## src/rtl/bus_arbiter.sv

```systemverilog
// bus_arbiter: Zorro II DMA arbiter handing the bus from the accelerator 68000 to a motherboard DMA master
module bus_arbiter #(
   parameter int TIMEOUT = 64,
   parameter int HOLDOFF = 8
) (
   input  logic C7M,
   input  logic RESET_n,
   input  logic BR_MB_n,
   input  logic BGACK_MB_n,
   input  logic BG_CPU_n,
   input  logic AS_CPU_n,
   output logic BR_CPU_n,
   output logic BG_MB_n,
   output logic BGACK_CPU_n,
   output logic DMA_ACTIVE,
   output logic ARB_TIMEOUT
);
   localparam logic [2:0] IDLE    = 3'd0;
   localparam logic [2:0] REQ     = 3'd1;
   localparam logic [2:0] GRANT   = 3'd2;
   localparam logic [2:0] ACK     = 3'd3;
   localparam logic [2:0] OWN     = 3'd4;
   localparam logic [2:0] RELEASE = 3'd5;

   logic [3:0] sync1, sync2;
   logic       br_s, bgack_s, bg_s, as_s;
   logic [2:0] state, state_nxt;
   logic [7:0] hold, tcnt;
   logic       expire;

   assign {br_s, bgack_s, bg_s, as_s} = sync2;

   // two-flop synchronizers for the asynchronous bus signals, idling at the negated level
   always_ff @(posedge C7M) begin
      if (!RESET_n) begin
         sync1 <= '1;
         sync2 <= '1;
      end else begin
         sync1 <= {BR_MB_n, BGACK_MB_n, BG_CPU_n, AS_CPU_n};
         sync2 <= sync1;
      end
   end

   // next-state decode; an acknowledge in GRANT beats both withdrawal and expiry
   always_comb begin
      state_nxt = state;
      expire    = 1'b0;
      case (state)
         IDLE:  if (!br_s && hold == 8'd0) state_nxt = REQ;
         REQ:   if (br_s) state_nxt = IDLE;
                else if (!bg_s && as_s && bgack_s) state_nxt = GRANT;
         GRANT: if (!bgack_s) state_nxt = ACK;
                else if (br_s) state_nxt = IDLE;
                else if (tcnt == 8'(TIMEOUT - 1)) begin
                   state_nxt = IDLE;
                   expire    = 1'b1;
                end
         ACK:   state_nxt = OWN;
         OWN:   if (bgack_s) state_nxt = RELEASE;
         default: state_nxt = IDLE;
      endcase
   end

   // state, hold-off/timeout counters, and outputs registered from the next state
   always_ff @(posedge C7M) begin
      if (!RESET_n) begin
         state       <= IDLE;
         hold        <= 8'd0;
         tcnt        <= 8'd0;
         BR_CPU_n    <= 1'b1;
         BG_MB_n     <= 1'b1;
         BGACK_CPU_n <= 1'b1;
         DMA_ACTIVE  <= 1'b0;
         ARB_TIMEOUT <= 1'b0;
      end else begin
         state       <= state_nxt;
         hold        <= (state_nxt == IDLE && (state == GRANT || state == RELEASE)) ? 8'(HOLDOFF) :
                        (state == IDLE && hold != 8'd0) ? hold - 8'd1 : hold;
         tcnt        <= (state == GRANT) ? tcnt + 8'd1 : 8'd0;
         BR_CPU_n    <= !(state_nxt inside {REQ, GRANT, ACK});
         BG_MB_n     <= state_nxt != GRANT;
         BGACK_CPU_n <= !(state_nxt inside {ACK, OWN});
         DMA_ACTIVE  <= state_nxt inside {ACK, OWN};
         ARB_TIMEOUT <= expire;
      end
   end
endmodule

```

## config.mk

```make
export PLATFORM = sky130hd
export DESIGN_NAME = bus_arbiter
export DESIGN_NICKNAME = d
export VERILOG_FILES = /design/src/rtl/bus_arbiter.sv
export SDC_FILE = /design/constraint.sdc
export NUM_CORES = 1
export LEC_CHECK = 0
export ABC_AREA = 1
export ABC_CLOCK_PERIOD_IN_PS = 2590
export BUFFER_PORTS_ARGS = -buffer_cell sky130_fd_sc_hd__buf_4
export CORE_MARGIN = 5
export CORE_UTILIZATION = 55
export DETAILED_ROUTE_END_ITERATION = 12
export GPL_TIMING_DRIVEN = 1
export PLACE_DENSITY = 0.79
export SYNTH_ARGS = -nofsm -noshare
export SYNTH_HDL_FRONTEND = slang
export SYNTH_SLANG_ARGS = --single-unit
```

## constraint.sdc

```tcl
create_clock -name C7M -period 2.59 [get_ports C7M]
set_clock_uncertainty 0.1 [all_clocks]
set_input_delay 0.259 -clock C7M [delete_from_list [all_inputs] [get_ports C7M]]
set_output_delay 0.259 -clock C7M [all_outputs]
set_load 0.02 [all_outputs]
```

# ---- Word level (Yosys, flattened, before mapping)
# Index checks and enable logic that the tools add are counted.
# W data, S select, Z words.
dict set report totals {
  ff_bits 32
  inputBits 6
  out_inout_bits 5
  wordCells 58
}
dict set report op_classes {
  n_addsub 2
  eq_ne 11
  muxes 11
  n_bitwise 3
  reduce_logical 20
}
# op count
set ops {}
lappend ops {{$mux W3} 7}
lappend ops {{$pmux W3 S5} 1}
lappend ops {{$eq A3 B2 Y1 const B} 4}
lappend ops {{$eq A3 B3 Y1 const B} 3}
lappend ops {{$add A8 B1 Y8 const B} 1}
lappend ops {{$eq A8 B6 Y1 const B} 1}
lappend ops {{$logic_not A8 Y1} 1}
lappend ops {{$mux W4} 2}
lappend ops {{$reduce_bool A8 Y1} 1}
lappend ops {{$sub A8 B1 Y8 const B} 1}
lappend ops {{$eq A3 B1 Y1 const B} 2}
lappend ops {{$logic_not A3 Y1} 2}
lappend ops {{$logic_and A1 B1 Y1} 5}
lappend ops {{$logic_not A1 Y1} 4}
lappend ops {{$reduce_bool A2 Y1} 2}
lappend ops {{$reduce_or A4 Y1} 1}
lappend ops {{$ne A3 B2 Y1 const B} 1}
lappend ops {{$not A1 Y1} 3}
lappend ops {{$reduce_bool A3 Y1} 1}
lappend ops {{$reduce_and A2 Y1} 1}
lappend ops {{$reduce_or A2 Y1} 1}
lappend ops {{$logic_or A1 B1 Y1} 1}
lappend ops {{$mux W1} 1}

# ---- Longest topological paths before layout
dict set report logic_depth {
  depth_word 9
  ltp_mapped 10
  ltp_nobuf 10
}

# ---- Worst setup path after synthesis
# Ideal clock, no wire load.
dict set report synth_path {
  path_kind {flip-flop to flip-flop}
  start {reg hold[0]}
  end {reg hold[1]}
  setup_time_ns 0.113
  t_arrival_ns 1.303
  slack_ns 1.075
  path_stages_with_launch 11
  period_less_slack_ns 1.515
  path_cell_list {dfxtp_1 -> inv_1 -> ha_1 -> nand2_1 -> nor2_1 -> nand2_1 -> nand2_2 -> a21oi_4 -> nand3_2 -> nand2_4 -> nor2_1}
}
dict set report synth_via {
  elab_chain_cells 7
  elab_cells_between_ends 10
}
# element line
set synth_lines {}
lappend synth_lines {{from (decl)} 28} ;# logic [7:0] hold, tcnt;
lappend synth_lines {{from (signal assigned)} 77} ;# hold <= (state_nxt == IDLE && (state == GRANT || state == RELEASE)) ? 8'(HOLDOFF) :
lappend synth_lines {{$logic_not A8 Y1} 49} ;# IDLE: if (!br_s && hold == 8'd0) state_nxt = REQ;
lappend synth_lines {{$logic_and A1 B1 Y1} 49}
lappend synth_lines {{$mux W3} 49}
lappend synth_lines {{$pmux W3 S5} 48} ;# case (state)
lappend synth_lines {{$logic_not A3 Y1} 77}
lappend synth_lines {{$logic_and A1 B1 Y1} 77}
lappend synth_lines {{$reduce_or A2 Y1 (no source line)} -}
# Parallel ways exist; a longest one is shown, timed or not.
# A chain may end at the register's enable or synchronous reset.

# ---- Final worst setup path
dict set report layout_path {
  start {reg tcnt[0]}
  end {reg hold[5]}
}
dict set report layout_via {
  elab_chain_cells 8
}
# element line
set layout_lines {}
lappend layout_lines {{from (decl)} 28}
lappend layout_lines {{from (signal assigned)} 79} ;# tcnt <= (state == GRANT) ? tcnt + 8'd1 : 8'd0;
lappend layout_lines {{$eq A8 B6 Y1} 54} ;# else if (tcnt == 8'(TIMEOUT - 1)) begin
lappend layout_lines {{$mux W3} 54}
lappend layout_lines {{$mux W3} 53} ;# else if (br_s) state_nxt = IDLE;
lappend layout_lines {{$mux W3} 52} ;# GRANT: if (!bgack_s) state_nxt = ACK;
lappend layout_lines {{$pmux W3 S5} 48}
lappend layout_lines {{$logic_not A3 Y1} 77}
lappend layout_lines {{$logic_and A1 B1 Y1} 77}
lappend layout_lines {{$reduce_or A2 Y1 (no source line)} -}
# No other way between the ends.

==> results.tsv <==
stage	metric	value	unit
timing	fin crit share	65.5	%
logic_synthesis	number of flops mapped to enable cells by yosys	0	
route	DRT iter0 DRCs	32	
cts	CTS tree	yes	
floorplan	io pins	11	
timing	Setup Viol. Count Final	0	
logic_synthesis	most common cell in the synthesized netlist	dfxtp_1	
layout	layout cells sized above 1	26.8	%
cts	H-tree Lvls	2	
logic_synthesis	Async SR Flop Fraction	0	%
setup_path	Worst Path Max Fanout	7	
setup_path	Worst setup SP type	register	
logic_synthesis	unique cell type count in the Yosys netlist	31	
timing	Max Clock Freq	0.590	GHz
setup_path	Max stage delay cell, worst path	dfxtp_1	
timing	RSZ-0062 raised after global routing	no	
floorplan	die width	60.9	um
layout	Nets	199	
route	routed wire length	2.45	mm
floorplan	Die H	60.9	um
route	vias	1104	
logic_synthesis	flops & latches, synth	32	
placement	HPWL after detailed placement	1.89	mm
global_routing	grt ovf	0	
global_routing	global-route wire length before repair	4.51	mm
route	routed len/inst	11.1	um
layout	Syn-to-layout area delta	12.2	%
setup_path	crit-path leading delay family	simple AND/OR/NAND/NOR gates	
floorplan	row count	18	
layout	area of the multi-input gates	673	um^2
setup_path	WS Path Type	reg -> reg	
worst_hold_path	hold crit path type	in -> reg	
flow_run	max cap viols	0	
logic_synthesis	Synth area leader	dfxtp_1	
setup_path	WP depth	10	
cts	post-CTS sizing	0	
route	Antenna Nets Post-Route	0	
logic_synthesis	Synth Flop Type	dfxtp_1	
logic_synthesis	synthesized area per cell	8.18	um^2
floorplan	Core Region	2480	um^2
worst_hold_path	Cells on Worst Hold Path	2	
cts	cts hold-fix bufs	0	
logic_synthesis	ranking of synthesized cells by area	dfxtp_1, nand2_1, inv_1, nor2_1, or2_2	
layout	fillers	207	
route	max layer used	met4	
logic_synthesis	post-synthesis net count	183	
cts	Clk Latency, worst-skew pair	320	ps
cts	clk buf depth	2	
power	Lkg Pwr	0.713	nW
setup_path	Critical Path End	hold[5]	
cts	clock sink total	32	
setup_path	Crit path required time	2710	ps
timing	fin. max-slew vios	0	
global_routing	total track usage	16.5	%
logic_synthesis	commonest cells in the netlist	dfxtp_1, nand2_1, inv_1	
logic_synthesis	area fraction of the dominant cell type after synthesis	45.0	%
global_routing	largest net degree at the start of global routing	15	
placement	RD Place Congestion	0.931	
timing	setup TNS	0	ps
setup_path	FF-to-FF End	hold[5]	
route	Vias/cell	5.02	
cts	clock root cell	clkbuf_4	
setup_path	WP data arrival	1820	ps
setup_path	worst path bufs/invs	0	
route	drt first pass iters	4	
layout	Antenna Cells	0	
route	routed length on met1	1.07	mm
setup_path	r2r setup slk	890	ps
run_status	status	finished clean	
cts	clock-pin slew on the worst setup and hold paths	90	ps
route	DRC Markers	0	
setup_path	Worst path max stage delay	360	ps
route	Met3 Routed Length	186	um
timing	slew at the pin closest to its max-slew limit	362	ps
floorplan	die area	3700	um^2
setup_path	Reg-to-Reg Start	tcnt[0]	
logic_synthesis	Post-Syn Area	1420	um^2
layout	area occupied by registers	641	um^2
placement	Buffers on Ports	10	
timing	post-route minimum period	1700	ps
setup_path	CP startpoint	tcnt[0]	
logic_synthesis	sequential share of the synthesized area	45.0	%
layout	utilization after layout	64.4	%
power	IR Drop Worst-Case VDD	0.928	mV
setup_path	Critical Path Sink Type	register	
power	pwr/cell area	935	nW/um^2
floorplan	initial core utilization	57.4	%
cts	Setup Fix Bufs, Post-CTS	0	
route	met2 wire len	1.14	mm
timing	Hold Violations, Final	0	
cts	CTS Buf Count	5	
setup_path	cell chain of the critical path	ha_1 -> nand2_1 -> nor2_4 -> nand3_2 -> nand2_1 -> nand2_1 -> a21oi_2 -> nand3_2 -> nand2_4 -> nor2_1	
setup_path	worst-case reg-to-reg path depth	10	
logic_synthesis	Syn Inst Count	174	
global_routing	initial antenna violation count	0	
global_routing	vias in the first global route	1079	
logic_synthesis	Yosys warning total	0	
timing	Slew headroom	75.8	%
setup_path	Worst path most repeated cell	nand2_1	
power breakdown:
group | switching (mW) | internal, mW
Combinational | 0.358 | 0.227
Clock | 0.154 | 0.154
Sequential | 0.0477 | 0.553
logic make-up after synthesis:
logic type                 count (synthesis)  synth area share, %
and+or+nand+nor                           86                 31.2
adders and majority gates                  3                 2.64
AOI/OAI and AO/OA                         16                 8.44
DFF                                       32                 45.0
buffers and inverters                     29                 7.65
xor gates and xnor gates                   7                 4.31
muxes                                      1                0.704
per-stage QoR:
stage               total power, mW  area [um^2]  hold slack (ps)  setup WS [ps]  instances
finish                         1.49         1600             19.4            894        220
global route                   1.61         1600            0.996            767        220
CTS                            1.50         1600             6.20            885        220
detailed placement             1.18         1530              302            914        213
global placement               1.17         1530              295            959        213
floorplan                      1.07         1420              243           1070        174
worst min-delay path by stage:
stage / startpoint / end / slack, ps
6_report: BG_CPU_n / sync1[1] / 20
5_1_grt: BGACK_MB_n / sync1[2] / 1
4_1_cts: BG_CPU_n / sync1[1] / 6
3_5_place_dp: sync1[0] / sync2[0] / 300
3_3_place_gp: sync1[3] / sync2[3] / 300
2_1_floorplan: RESET_n / BR_CPU_n / 240
routing by layer:
metal	vias up	track usage, %
met5	-	0
met4	0	6.81
met3	8	7.45
met2	30	26.3
met1	498	19.4
li1	568	-
placed cells by master (no fill, tap or decap), types with 2 or more instances in the layout:
cell type and n:
inv_2 2, nor2_2 7, clkbuf_8 2, nand2_2 4, ha_1 3, xor2_1 6, nand3_1 6, o21a_1 2
nor3_2 2, nand2_1 27, nand4_1 2, or2_2 9, a21oi_2 2, buf_4 10, inv_1 26, dfxtp_1 32
clkbuf_4 5, nor2_1 22, nand3_2 2, a21oi_1 3, o21ai_0 4
cell type report:
| type | count | area share [%] |
|---|---|---|
| Clock buffer | 7 | 4.08 |
| Multi-Input combinational cell | 113 | 42.2 |
| Inverter | 28 | 6.58 |
| Timing Repair Buffer | 10 | 4.70 |
| Sequential cell | 32 | 40.1 |
| Tap cell | 30 | 2.35 |
flip-flops by register name, summed over array words and instances (netlist names):
register,count
DMA_ACTIVE,1
sync2,4
state,3
BGACK_CPU_n,1
BG_MB_n,1
sync1,4
hold,8
ARB_TIMEOUT,1
BR_CPU_n,1
tcnt,8
Power figures use the tool's default switching activity.
